## src/rtl/lsu_pkg.sv

```systemverilog
// Shared encodings and alignment helpers for the load/store unit.
// Optional feature macro used by this slice: LSU_MISALIGN_TRAP_EN.
package lsu_pkg;

  localparam logic [1:0] SZ_BYTE = 2'b00;
  localparam logic [1:0] SZ_HALF = 2'b01;
  localparam logic [1:0] SZ_WORD = 2'b10;

  typedef enum logic [1:0] {
    ST_IDLE  = 2'd0,
    ST_READ  = 2'd1,
    ST_WRITE = 2'd2,
    ST_RESP  = 2'd3
  } lsu_state_t;

  // Size 2'b11 falls into the word case everywhere.
  function automatic logic lsu_misaligned(input logic [1:0] size, input logic [1:0] off);
    case (size)
      SZ_BYTE: return 1'b0;
      SZ_HALF: return off[0];
      default: return (off != 2'b00);
    endcase
  endfunction

  function automatic logic [1:0] lsu_align_off(input logic [1:0] size, input logic [1:0] off);
    case (size)
      SZ_BYTE: return off;
      SZ_HALF: return {off[1], 1'b0};
      default: return 2'b00;
    endcase
  endfunction

endpackage

```

## src/rtl/lsu_align.sv

```systemverilog
// Combinational lane logic: extracts/extends load data from a memory word and
// merges sub-word store data into the addressed byte lane(s).
module lsu_align
  import lsu_pkg::*;
(
  input  logic [31:0] i_word,
  input  logic [1:0]  i_size,
  input  logic [1:0]  i_offset,
  input  logic        i_unsigned,
  input  logic [15:0] i_wdata,
  output logic [31:0] o_load_data,
  output logic [31:0] o_merged
);

  logic signed [7:0]  w_byte;
  logic signed [15:0] w_half;

  always_comb begin
    w_byte = i_word[{i_offset, 3'b000} +: 8];
    w_half = i_offset[1] ? i_word[31:16] : i_word[15:0];

    case (i_size)
      SZ_BYTE: o_load_data = i_unsigned ? {24'd0, w_byte} : 32'(w_byte);
      SZ_HALF: o_load_data = i_unsigned ? {16'd0, w_half} : 32'(w_half);
      default: o_load_data = i_word;
    endcase

    o_merged = i_word;
    case (i_size)
      SZ_BYTE: o_merged[{i_offset, 3'b000} +: 8] = i_wdata[7:0];
      SZ_HALF: begin
        if (i_offset[1]) o_merged[31:16] = i_wdata;
        else             o_merged[15:0]  = i_wdata;
      end
      default: o_merged = i_word;
    endcase
  end

endmodule

```

## src/rtl/load_store_unit.sv

```systemverilog
// Load/store unit: IDLE/READ/WRITE/RESP FSM between a core and a word memory.
// Define LSU_MISALIGN_TRAP_EN to report misaligned accesses via resp_err.
module load_store_unit
  import lsu_pkg::*;
#(
  parameter int MEM_ADDR_BITS = 14
) (
  input  logic        clk,
  input  logic        reset,
  input  logic        req_valid,
  output logic        req_ready,
  input  logic        req_we,
  input  logic [1:0]  req_size,
  input  logic        req_unsigned,
  input  logic [31:0] req_addr,
  input  logic [31:0] req_wdata,
  output logic        resp_valid,
  output logic [31:0] resp_rdata,
  output logic        resp_err,
  output logic [31:0] mem_address,
  output logic [31:0] mem_wdata,
  input  logic [31:0] mem_rdata,
  output logic        mem_we
);

  localparam logic [31:0] ADDR_MASK = (MEM_ADDR_BITS >= 32) ? 32'hFFFF_FFFF :
                                      ((32'd1 << MEM_ADDR_BITS) - 32'd1);

  lsu_state_t  r_state;
  logic        r_resp_valid;
  logic        r_resp_err;
  logic        r_mem_we;
  logic [31:0] r_resp_rdata;
  logic [31:0] r_mem_wdata;
  logic [31:0] r_mem_address;

  logic        r_we;
  logic [1:0]  r_size;
  logic        r_unsigned;
  logic [1:0]  r_offset;
  logic [15:0] r_wdata;

  logic        w_handshake;
  logic        w_misaligned;
  logic        w_subword;
  logic [1:0]  w_offset;
  logic [31:0] w_word_addr;
  logic [31:0] w_load_data;
  logic [31:0] w_merged;

  assign req_ready   = (r_state == ST_IDLE) && !reset;
  assign w_handshake = req_valid && req_ready;
  assign w_subword   = (req_size == SZ_BYTE) || (req_size == SZ_HALF);
  assign w_word_addr = req_addr & ADDR_MASK & 32'hFFFF_FFFC;

`ifdef LSU_MISALIGN_TRAP_EN
  assign w_misaligned = lsu_misaligned(req_size, req_addr[1:0]);
  assign w_offset     = req_addr[1:0];
`else
  // Without the trap, misaligned low bits are dropped to the access size.
  assign w_misaligned = 1'b0;
  assign w_offset     = lsu_align_off(req_size, req_addr[1:0]);
`endif

  assign resp_valid  = r_resp_valid;
  assign resp_err    = r_resp_err;
  assign resp_rdata  = r_resp_rdata;
  assign mem_we      = r_mem_we;
  assign mem_wdata   = r_mem_wdata;
  assign mem_address = r_mem_address;

  lsu_align u_align (
    .i_word      (mem_rdata),
    .i_size      (r_size),
    .i_offset    (r_offset),
    .i_unsigned  (r_unsigned),
    .i_wdata     (r_wdata),
    .o_load_data (w_load_data),
    .o_merged    (w_merged)
  );

  // Request fields are pure data and carry no reset.
  always_ff @(posedge clk) begin
    if (w_handshake) begin
      r_we       <= req_we;
      r_size     <= req_size;
      r_unsigned <= req_unsigned;
      r_offset   <= w_offset;
      r_wdata    <= req_wdata[15:0];
    end
  end

  always_ff @(posedge clk or posedge reset) begin
    if (reset) begin
      r_state       <= ST_IDLE;
      r_resp_valid  <= 1'b0;
      r_resp_err    <= 1'b0;
      r_mem_we      <= 1'b0;
      r_resp_rdata  <= 32'd0;
      r_mem_wdata   <= 32'd0;
      r_mem_address <= 32'd0;
    end else begin
      r_resp_valid <= 1'b0;
      r_resp_err   <= 1'b0;
      r_mem_we     <= 1'b0;
      case (r_state)
        ST_IDLE: begin
          if (w_handshake) begin
            r_mem_address <= w_word_addr;
            if (w_misaligned) begin
              r_state      <= ST_RESP;
              r_resp_valid <= 1'b1;
              r_resp_err   <= 1'b1;
              r_resp_rdata <= 32'd0;
            end else if (!req_we || w_subword) begin
              r_state <= ST_READ;
            end else begin
              r_state     <= ST_WRITE;
              r_mem_we    <= 1'b1;
              r_mem_wdata <= req_wdata;
            end
          end
        end
        ST_READ: begin
          if (r_we) begin
            r_state     <= ST_WRITE;
            r_mem_we    <= 1'b1;
            r_mem_wdata <= w_merged;
          end else begin
            r_state      <= ST_RESP;
            r_resp_valid <= 1'b1;
            r_resp_rdata <= w_load_data;
          end
        end
        ST_WRITE: begin
          r_state      <= ST_RESP;
          r_resp_valid <= 1'b1;
          r_resp_rdata <= 32'd0;
        end
        default: r_state <= ST_IDLE;
      endcase
    end
  end

endmodule

```

## config.mk

```make
export PLATFORM = sky130hd
export DESIGN_NAME = load_store_unit
export DESIGN_NICKNAME = d
export VERILOG_FILES = /design/src/rtl/lsu_pkg.sv /design/src/rtl/lsu_align.sv /design/src/rtl/load_store_unit.sv
export SDC_FILE = /design/constraint.sdc
export NUM_CORES = 1
export LEC_CHECK = 0
export BUFFER_PORTS_ARGS = -buffer_cell sky130_fd_sc_hd__buf_2
export CAP_MARGIN = 5
export CORE_MARGIN = 3
export CORE_UTILIZATION = 45
export DETAILED_ROUTE_END_ITERATION = 10
export PLACE_DENSITY = 0.72
export SLEW_MARGIN = 40
export SYNTH_ARGS = -nofsm -noshare
export SYNTH_HDL_FRONTEND = slang
export SYNTH_SLANG_ARGS = --single-unit
```

## constraint.sdc

```tcl
create_clock -name clk -period 2.89 [get_ports clk]
set_input_delay 0 -clock clk [delete_from_list [all_inputs] [get_ports clk]]
set_output_delay 0 -clock clk [all_outputs]
set_load 0.01 [all_outputs]
```

==> impl_metrics.toml <==
[outcome]
run_status = "complete, no violations"

[final_layout]
final-instance-count-excl-fill = 923
drive_gt1_frac = 0.3046
antennaDiodeCount = 0
area.growth.synth_to_final_pct = 30.84
num-nets-final = 862

[power]
swShare = 0.4001
power_switching_mw = 2.561
power_density_over_cell_area_mw_per_mm2 = 866.8
report.power.total_mw = 6.401
ir_worst_vdd_mv = 0.6731
clock_power_share = 0.177
p_seq_frac = 0.361
internal-power_mw = 3.839
p_leak_nw = 3.468
share_comb_of_total_power = 0.463

[grt]
global_route_congestion_overflow_total = 0
grt_pass1_vias = 5063
grt_start_max_net_pins = 56
globalRouteTotalUtil = 0.2479
grt_pass1_wl_um = 27330
antenna_violations_before_repair = 0

[clock_network]
clock_tree.htree_level_count = 3
clkTransAtPathRegs_ns = 0.07
cts_tree = "done"
maximum_count_of_clock_buffers_along_a_single_path = 2
clkLatencyLatePin_ns = 0.36
clock-sinks = 102
cts_root_buffer = "clkbuf_16"
cts_bufs_inserted = 9

[synth]
post_synth_num_cell_types = 52
per_instance_average_area_after_synthesis_um2 = 10.36
synth-seq-area-share = 0.4717
postSynth.topFlopCell = "dfrtp_1"
synthCells = 545
synth_edf_count = 22
yosysWarnings = 0
yosys_register_bits = 102
async_reset_ff_frac = 0.7843
netlist_area_mm2 = 0.005644

[place]
place.port_buffers = 163
pre_cts_setup_slack_ns = 0.5704
cell_count_post_placement = 852
dpl.hpwl_um = 12630
globalplace.congestion = 0.9239

[min_path]
holdCritPathClass = "input pin to flop"

[sta]
finalWorstSetupSlack_ns = 0.5350
slew_violations = 0
maxClockFrequency_ghz = 0.4246
hold-worst-slack_ns = 0.01233
period_needed_ns = 2.355
setup_total_negative_slack_ns = 0
finClkSkew_ns = 0.007722
timing.final.setup_violations = 0
hold_viol_final = 0
slew_headroom = 0.5703
final_min_period_over_clock_period = 0.8149
unrepaired_setup_endpoints_after_global_routing = "false"
tightest_slew_ns = 0.6439

[drt]
remaining_drc_errors = 0
vias_after_detailed_routing = 5211
drt_first_pass_iters = 5
wire_per_inst_um = 19.06
drt_iter0_markers = 475
final_antenna_net_count = 0
drt-total-wl_um = 17600
viasPerCell = 5.646

[floorplanning]
dieArea_mm2 = 0.01392
placement_rows = 40
io_pins = 203
initial_utilization = 0.4660
design.core.area_mm2 = 0.01211
dieWidth_um = 118.0
die_h_um = 118.0

[worst_setup_path]
timing.critical_path.cells = "buf_4 > or2_1 > nor4_4 > a221oi_1 > o31ai_1"
worst_path_max_delay_cell = "edfxtp_1"
worst-endpoint-arrival_ns = 2.61
timing_worst_setup_path_type = "flop to flop"
cp_data_required_time_ns = 3.15
crit_fanout = 18
end_kind = "flop"
critPathLaunchType = "flop"
cp_slowest_stage_delay_ns = 0.66

[job]
max_cap_violations = 0
final cells by class:
class / count / area (um^2)
Fill cell: 1015 / 4727
Sequential cell: 102 / 2663
Multi-Input combinational cell: 369 / 2610
Timing Repair Buffer: 233 / 1489
Clock buffer: 9 / 225.2
Tap cell: 168 / 210.2
Inverter: 35 / 136.4
Clock inverter: 7 / 51.30
kinds of logic (layout without fill, tap and decap cells):
family,Yosys count,in the layout,share of synthesized area
compound gates,191,191,0.2458
fa+ha+maj,9,9,0.01995
buf+inv,94,284,0.08180
flops,102,102,0.4717
mux,31,31,0.07581
other cells,1,21,0.0006644
simple gates,117,117,0.1042
registers in the layout (all words and copies together), names as in the netlist:
name         flops
mem_wdata       32
resp_rdata      32
r_wdata         16
mem_address     12
r_offset         2
r_size           2
r_state          2
mem_we           1
r_unsigned       1
r_we             1
resp_valid       1
critical path, delay by kind of cell (launching register included):
| family | cells | cell delay [ns] |
|---|---|---|
| flip-flops | 1 | 0.66 |
| buffers and inverters | 1 | 0.30 |
| AO/OA/AOI/OAI | 2 | 0.51 |
| AND/OR/NAND/NOR | 2 | 0.80 |
cell usage after synthesis, types with 15 or more instances:
master    count  area [um^2]
clkbuf_1     23        86.33
dfrtp_1      80         2002
o21ai_0      48        240.2
nand2_1      22        82.58
o31ai_1      24        180.2
inv_1        33        123.9
nand2b_1     16        100.1
a22o_1       15        131.4
a21oi_1      18        90.09
edfxtp_1     22        660.6
a221oi_1     15        131.4
a221o_1      23        230.2
buf_4        22        165.2
nor2_1       51        191.4
layout by cell type (no fill, tap or decap), types with 9 or more instances in the layout:
master           n
nor2_1          50
a21oi_1         17
clkbuf_16        9
nor2b_1          9
mux2_2          14
o31ai_1         24
o21ai_1         10
edfxtp_1        22
buf_4           15
conb_1          21
dlygate4sd3_1   54
ha_1             9
dfrtp_1         80
nand2b_1        16
nand2_1         22
inv_1           32
buf_2          163
a221o_1         23
a22o_1          15
a221oi_1        15
o21ai_0         48
mux2_1          10
final timing paths:
path / start / end / slack, ns / depth (start not counted)
max: r_size[0]$_DFFE_PP_ / mem_wdata[24]$_DFFE_PP0P_ / 0.53 / 5
min: mem_rdata[27] / resp_rdata[27]$_DFFE_PP0P_ / 0.01 / 2
max reg2reg: r_size[0]$_DFFE_PP_ / mem_wdata[24]$_DFFE_PP0P_ / 0.53 / 5
min reg2reg: resp_rdata[7]$_DFFE_PP0P_ / resp_rdata[7]$_DFFE_PP0P_ / 0.49 / 1
max in group asynchronous: reset / mem_wdata[18]$_DFFE_PP0P_ / 1.92 / 4
min in group asynchronous: reset / mem_wdata[23]$_DFFE_PP0P_ / 0.24 / 3
timing repair:
action                                  in CTS  in global routing
endpoints found under the setup margin       0                  0
hold buffers                                54                  0
resized for setup                            0                  0
setup buffers                                0                  0
hold endpoints to repair                   125                  0
power groups by stage:
stage	Combinational, mW	Clock, mW	Sequential [mW]
final	2.96	1.13	2.31
after detailed placement	2.89	0	2.32
after global placement	2.82	0	2.30
after CTS	2.95	1.16	2.30
after floorplan	1.64	0	2.52
after global routing	3.25	1.21	2.37
per-layer routing:
| layer | wire (um) | up-vias | GRT usage |
|---|---|---|---|
| li1 | - | 2394 | - |
| met1 | 7372 | 2507 | 0.3201 |
| met2 | 8384 | 270 | 0.4006 |
| met3 | 1423 | 40 | 0.06439 |
| met4 | 415 | 0 | 0.09597 |
| met5 | 0 | - | 0 |
per-stage QoR:
step | area (um^2) | utilization
5_1_grt | 7385 | 0.6097
3_5_place_dp | 6551 | 0.5409
2_1_floorplan | 5719 | -
3_3_place_gp | 6545 | 0.5404
6_report | 7385 | 0.6097
4_1_cts | 7368 | 0.6084
Note: power is estimated with default switching activity, not from simulation.
